## config.mk

```make
export PLATFORM = sky130hd
export DESIGN_NAME = qpu_exu_evt_sched
export DESIGN_NICKNAME = d
export VERILOG_FILES = /design/src/rtl/qpu_exu_evt_sched_pkg.sv /design/src/rtl/qpu_evt_fifo.sv /design/src/rtl/qpu_exu_evt_sched.sv
export SDC_FILE = /design/constraint.sdc
export NUM_CORES = 1
export LEC_CHECK = 0
export ABC_AREA = 1
export CAP_MARGIN = 10
export CORE_UTILIZATION = 45
export CTS_BUF_LIST = sky130_fd_sc_hd__clkbuf_4 sky130_fd_sc_hd__clkbuf_8
export DETAILED_ROUTE_END_ITERATION = 16
export MAX_ROUTING_LAYER = met4
export SYNTH_ARGS = -nofsm -noshare
export SYNTH_HDL_FRONTEND = slang
export SYNTH_HIERARCHICAL = 1
export SYNTH_SLANG_ARGS = --single-unit
export TNS_END_PERCENT = 50
```

## constraint.sdc

```tcl
create_clock -name clk -period 5.3 [get_ports clk]
set_clock_uncertainty 0.05 [all_clocks]
set_input_delay 0.53 -clock clk [delete_from_list [all_inputs] [get_ports clk]]
set_output_delay 0.53 -clock clk [all_outputs]
set_load 0.01 [all_outputs]
```

## src/rtl/qpu_exu_evt_sched_pkg.sv

```systemverilog
// rtl/qpu_exu_evt_sched_pkg.sv - shared widths and entry layout for the event scheduler
`ifndef QPU_TIME_WIDTH
`define QPU_TIME_WIDTH 32
`endif
`ifndef QPU_EVENT_WIRE_WIDTH
`define QPU_EVENT_WIRE_WIDTH 32
`endif
`ifndef QPU_EVENT_NUM
`define QPU_EVENT_NUM 8
`endif
`ifndef QPU_EVT_QDEPTH
`define QPU_EVT_QDEPTH 8
`endif

package qpu_exu_evt_sched_pkg;

  localparam int QPU_TIME_W   = `QPU_TIME_WIDTH;
  localparam int QPU_EDATA_W  = `QPU_EVENT_WIRE_WIDTH;
  localparam int QPU_EVT_N    = `QPU_EVENT_NUM;
  localparam int QPU_QDEPTH   = `QPU_EVT_QDEPTH;

  // Queue entry is packed as {tag, data, oprand}, tag in the MSBs.
  function automatic int evt_entry_w(input int tw, input int dw, input int nw);
    return tw + dw + nw;
  endfunction

endpackage

```

## src/rtl/qpu_evt_fifo.sv

```systemverilog
// rtl/qpu_evt_fifo.sv - circular buffer holding tagged quantum events
module qpu_evt_fifo #(
  parameter int W     = 48,
  parameter int DEPTH = 8
) (
  input  logic                     clk,
  input  logic                     rst,
  input  logic                     clr_i,
  input  logic                     push_i,
  input  logic                     pop_i,
  input  logic [W-1:0]             wdata_i,
  output logic [W-1:0]             rdata_o,
  output logic [$clog2(DEPTH):0]   cnt_o,
  output logic                     full_o,
  output logic                     empty_o
);

  localparam int AW = $clog2(DEPTH);
  localparam int CW = AW + 1;

  logic [W-1:0]  mem_q [DEPTH];
  logic [AW-1:0] wr_ptr_q, rd_ptr_q;
  logic [CW-1:0] cnt_q;

  // Pointers and occupancy; DEPTH is a power of two so pointers wrap naturally.
  always_ff @(posedge clk or posedge rst) begin
    if (rst) begin
      wr_ptr_q <= '0;
      rd_ptr_q <= '0;
      cnt_q    <= '0;
    end else if (clr_i) begin
      wr_ptr_q <= '0;
      rd_ptr_q <= '0;
      cnt_q    <= '0;
    end else begin
      if (push_i) wr_ptr_q <= wr_ptr_q + 1'b1;
      if (pop_i)  rd_ptr_q <= rd_ptr_q + 1'b1;
      case ({push_i, pop_i})
        2'b10:   cnt_q <= cnt_q + 1'b1;
        2'b01:   cnt_q <= cnt_q - 1'b1;
        default: cnt_q <= cnt_q;
      endcase
    end
  end

  // Entry storage; contents need no reset since the count gates visibility.
  always_ff @(posedge clk) begin
    if (push_i && !clr_i) mem_q[wr_ptr_q] <= wdata_i;
  end

  assign rdata_o = mem_q[rd_ptr_q];
  assign cnt_o   = cnt_q;
  assign full_o  = (cnt_q == CW'(DEPTH));
  assign empty_o = (cnt_q == '0);

endmodule

```

## src/rtl/qpu_exu_evt_sched.sv

```systemverilog
// rtl/qpu_exu_evt_sched.sv - timing-queue scheduler releasing events when the timer reaches their tag
module qpu_exu_evt_sched
  import qpu_exu_evt_sched_pkg::*;
#(
  parameter int TIME_W  = QPU_TIME_W,
  parameter int EDATA_W = QPU_EDATA_W,
  parameter int EVT_NUM = QPU_EVT_N,
  parameter int DEPTH   = QPU_QDEPTH
) (
  input  logic                     clk,
  input  logic                     rst,
  input  logic                     run,
  input  logic                     clr,
  input  logic                     t_i_valid,
  output logic                     t_i_ready,
  input  logic [TIME_W-1:0]        t_i_data,
  input  logic                     e_i_valid,
  output logic                     e_i_ready,
  input  logic [EDATA_W-1:0]       e_i_data,
  input  logic [EVT_NUM-1:0]       e_i_oprand,
  output logic                     evt_o_valid,
  output logic [EDATA_W-1:0]       evt_o_data,
  output logic [EVT_NUM-1:0]       evt_o_oprand,
  output logic [TIME_W-1:0]        evt_o_time,
  output logic                     late_err,
  output logic [TIME_W-1:0]        sys_time,
  output logic [$clog2(DEPTH):0]   q_cnt,
  output logic                     q_empty
);

  localparam int EW = evt_entry_w(TIME_W, EDATA_W, EVT_NUM);

  logic [TIME_W-1:0]  sys_time_q, label_q, push_tag, diff;
  logic [EW-1:0]      head, push_entry;
  logic [TIME_W-1:0]  head_tag;
  logic [EDATA_W-1:0] head_data;
  logic [EVT_NUM-1:0] head_oprand;
  logic               fifo_full, fifo_empty, push, pop, due, late;
  logic               evt_valid_q, late_err_q;
  logic [EDATA_W-1:0] evt_data_q;
  logic [EVT_NUM-1:0] evt_oprand_q;
  logic [TIME_W-1:0]  evt_time_q;

  // A label write in the same cycle as a push tags that push (bypass).
  assign push_tag   = t_i_valid ? t_i_data : label_q;
  assign push_entry = {push_tag, e_i_data, e_i_oprand};
  assign push       = e_i_valid & e_i_ready & ~clr;

  assign head_tag    = head[EW-1 -: TIME_W];
  assign head_data   = head[EVT_NUM +: EDATA_W];
  assign head_oprand = head[EVT_NUM-1:0];

  // Head is due once the modular distance from tag to timer lies in the lower half-range.
  assign diff = sys_time_q - head_tag;
  assign due  = ~fifo_empty & ~diff[TIME_W-1];
  assign late = due & (diff != '0);
  assign pop  = due & ~clr;

  qpu_evt_fifo #(.W(EW), .DEPTH(DEPTH)) u_fifo (
    .clk     (clk),
    .rst     (rst),
    .clr_i   (clr),
    .push_i  (push),
    .pop_i   (pop),
    .wdata_i (push_entry),
    .rdata_o (head),
    .cnt_o   (q_cnt),
    .full_o  (fifo_full),
    .empty_o (fifo_empty)
  );

  // Free-running system timer and current timing label.
  always_ff @(posedge clk or posedge rst) begin
    if (rst) begin
      sys_time_q <= '0;
      label_q    <= '0;
    end else if (clr) begin
      sys_time_q <= '0;
      label_q    <= '0;
    end else begin
      if (run)       sys_time_q <= sys_time_q + 1'b1;
      if (t_i_valid) label_q    <= t_i_data;
    end
  end

  // Issue register: one-cycle strobe per pop, payload holds between issues.
  always_ff @(posedge clk or posedge rst) begin
    if (rst) begin
      evt_valid_q  <= 1'b0;
      evt_data_q   <= '0;
      evt_oprand_q <= '0;
      evt_time_q   <= '0;
      late_err_q   <= 1'b0;
    end else if (clr) begin
      evt_valid_q  <= 1'b0;
      late_err_q   <= 1'b0;
    end else begin
      evt_valid_q <= pop;
      if (pop) begin
        evt_data_q   <= head_data;
        evt_oprand_q <= head_oprand;
        evt_time_q   <= head_tag;
        if (late) late_err_q <= 1'b1;
      end
    end
  end

  assign t_i_ready    = 1'b1;
  assign e_i_ready    = ~fifo_full;
  assign q_empty      = fifo_empty;
  assign sys_time     = sys_time_q;
  assign evt_o_valid  = evt_valid_q;
  assign evt_o_data   = evt_data_q;
  assign evt_o_oprand = evt_oprand_q;
  assign evt_o_time   = evt_time_q;
  assign late_err     = late_err_q;

endmodule

```

==> metrics.txt <==
H-tree levels 3; max-slew violation count 0; starting density of the core 45.5%; number of non-filler instances in the completed layout 4389; Routed WL per cell 18.6 µm; Internal 10100 µW; final hold vios 0; # hold bufs at CTS 0; flop-to-flop setup slack 470 ps; Resized cells post-CTS 0; # setup viols final 0; worst slew margin relative to its limit 35.7%; height of the die 268 µm; Synth top area share 54.3%; Yosys top cell by area edfxtp_1; Area growth, synth to finish 16.3%; syn_nets 3257; mean post-synth cell area 10.1 µm²; RSZ-0062 raised after global routing no; grt peak-use layer met2; Worst-path clk slew 60 ps; Critical Path RT 5840 ps; number of global-route vias before repair 22.1k; Net Sw Frac 26.8%; post-layout minimum cycle time 4830 ps; final setup TNS 0 ps; initial antenna violation count 5; pwr dens 372 nW/µm²; largest fanout on the critical path 110; overall routing resource usage 23.6%; Reg power frac 48.8%; reg2reg end u_fifo/cnt_o[3]; Netlist cell types 47; Worst Max-Slew Pin Slew 964 ps; critical path's most frequent cell nand2_1; Seq/Total Area, Yosys 65.9%; Core Region 70000 µm²; CP max stage delay 740 ps; Core Util, Final 52.9%; IO Pins 191; DRT antenna net count 0; ys async rst share 20.4%; crit path launch type flop; Mapped Area 31800 µm²; M2 GR Usage 39.2%; first-pass GRT wire length 126000 µm; Max-cap violations 0; Routed WL 81800 µm; combinational share of power 16.1%; fmax 207 MHz; status finished clean; Post-route DRC 0; dpl cells 4166; Final #Nets 3458; r2r worst-path depth 29; CTS tree yes; 1st-pass router iterations 6; switching pwr 3700 µW; commonest non-fill, non-tap cell in the layout nand2_1; synthesized instance count 3142; most frequent cells in the layout 791 x nand2_1, 576 x edfxtp_1, 511 x nor2_1; gpl congestion 1.00; grt met1 use 29.8%; CP Class flop to flop; Skew-Pair Late Insertion Delay 730 ps; Post-synth EDFFs 576; fraction of layout cells with a size suffix above 1 8.42%; Clock Tree Root clkbuf_8; Primary FF master, synth edfxtp_1; # fillers 6192; Pleak 0.0148 µW; die width 268 µm; DP HPWL 48300 µm; routing usage on met3 3.34%; Clock Path Buffers 3; reg2reg start u_fifo/rd_ptr_q[0]; Die ar. 71800 µm²; largest net degree at the start of global routing 143; Vias/cell 5.19; CTS Sinks 724; DR iter-0 viols 1831; Seq cells post-synth 724; Setup Fix Bufs, Post-CTS 0; worst hold path class input port to async pin; Final Cycle Share 91.2%; number of synthesis warnings 6; CTS buffer count 115; Buffers on Ports 189; VDD IR max 0.000219 V; CP arrival 5380 ps; routed vias 22.8k; Worst path slowest cell dfrtp_4; Crit. End Element flop; Clock power frac 35.0%; number of placement rows 97; gr ovfl total 0; synth top area cells edfxtp_1 54%, dfrtp_1 12%, nand2_1 9.3%
-- worst max-delay path by stage --
stage | startpoint | cells after the start | to | slack [ps]
2_1_floorplan | clr | 7 | u_fifo/mem_q[0][0] | 270
3_3_place_gp | u_fifo/rd_ptr_q[0] | 27 | u_fifo/cnt_o[3] | 680
3_5_place_dp | u_fifo/rd_ptr_q[0] | 27 | u_fifo/cnt_o[3] | 560
4_1_cts | u_fifo/rd_ptr_q[0] | 27 | u_fifo/cnt_o[3] | 540
5_1_grt | u_fifo/rd_ptr_q[0] | 27 | u_fifo/cnt_o[3] | 80
6_report | u_fifo/rd_ptr_q[0] | 29 | u_fifo/cnt_o[3] | 470
-- per-stage QoR --
stage / setup WS, ps / total power [µW] / instance area, µm² / hold WS (ps)
floorplan: 273 / 8010 / 31800 / 320
global placement: 680 / 9050 / 34600 / 416
detailed placement: 557 / 9080 / 34600 / 414
CTS: 536 / 13900 / 37000 / 193
global route: 83.6 / 14400 / 37000 / 238
finish: 467 / 13800 / 37000 / 234
-- layer usage --
metal,up-vias,part of all wire [%]
met1,11000,43
met2,633,50
met4,0,2.3
met3,122,5.1
li1,11000,-
met5,-,0
-- cells in the mapped netlist (3+ instances only) --
cell type,count
buf_1,11
nor3_1,16
a21oi_1,72
o31ai_1,4
nand2_2,5
o21ai_0,285
o21ai_2,13
o21ai_1,187
buf_2,29
and3_1,3
buf_4,5
nor4_1,10
clkbuf_1,67
nand3b_1,3
xor2_1,8
nand4_1,13
nor2_1,519
dfrtp_1,148
nand2_1,791
inv_1,206
edfxtp_1,576
buf_6,30
nor2_2,5
o21a_1,3
and2_1,3
nand3_1,64
ha_1,36
inv_2,6
-- critical path: cells and delay by family (launching register included) --
| family | cells | cell delay [ps] |
|---|---|---|
| fa+ha+maj | 2 | 690 |
| simple gates | 18 | 1850 |
| compound gates | 3 | 350 |
| buf+inv | 6 | 880 |
| flops | 1 | 740 |
-- final cells by class --
type	count	area, µm²	share of cell area (%)
antenna	5	12.5	0.0338
clock buffer	171	2080	5.63
clock inverter	47	305	0.824
inverter	212	808	2.18
multi-input combinational	2062	9280	25.0
sequential	724	21000	56.7
tap	940	1180	3.18
timing repair buffer	228	2370	6.39
-- logic make-up (layout without fill, tap and decap cells) --
kind of cell	after synthesis	in the layout	share of synthesized area (%)
AO/OA/AOI/OAI	572	572	9.28
XOR/XNOR	10	10	0.275
adder cells (fa/ha/maj)	37	37	1.48
buffers and inverters	356	658	5.13
flip-flops	724	724	65.9
other	1	6	0.0118
AND/OR/NAND/NOR	1442	1442	17.9
-- state kept, by name (all words and copies together), names as in the netlist --
name / count
u_fifo/mem_q: 576
evt_o_oprand: 8
label_q: 32
late_err: 1
u_fifo/cnt_o: 4
u_fifo/rd_ptr_q: 3
evt_o_time: 32
sys_time: 32
u_fifo/wr_ptr_q: 3
evt_o_valid: 1
evt_o_data: 32
-- power by group through the flow --
stage	logic, µW	clock network, µW	registers, µW
global placement	2210	0	6840
global route	2470	5180	6760
finish	2220	4830	6730
CTS	2250	4950	6740
detailed placement	2240	0	6850
floorplan	1120	0	6890
(Power assumes the default switching activity.)
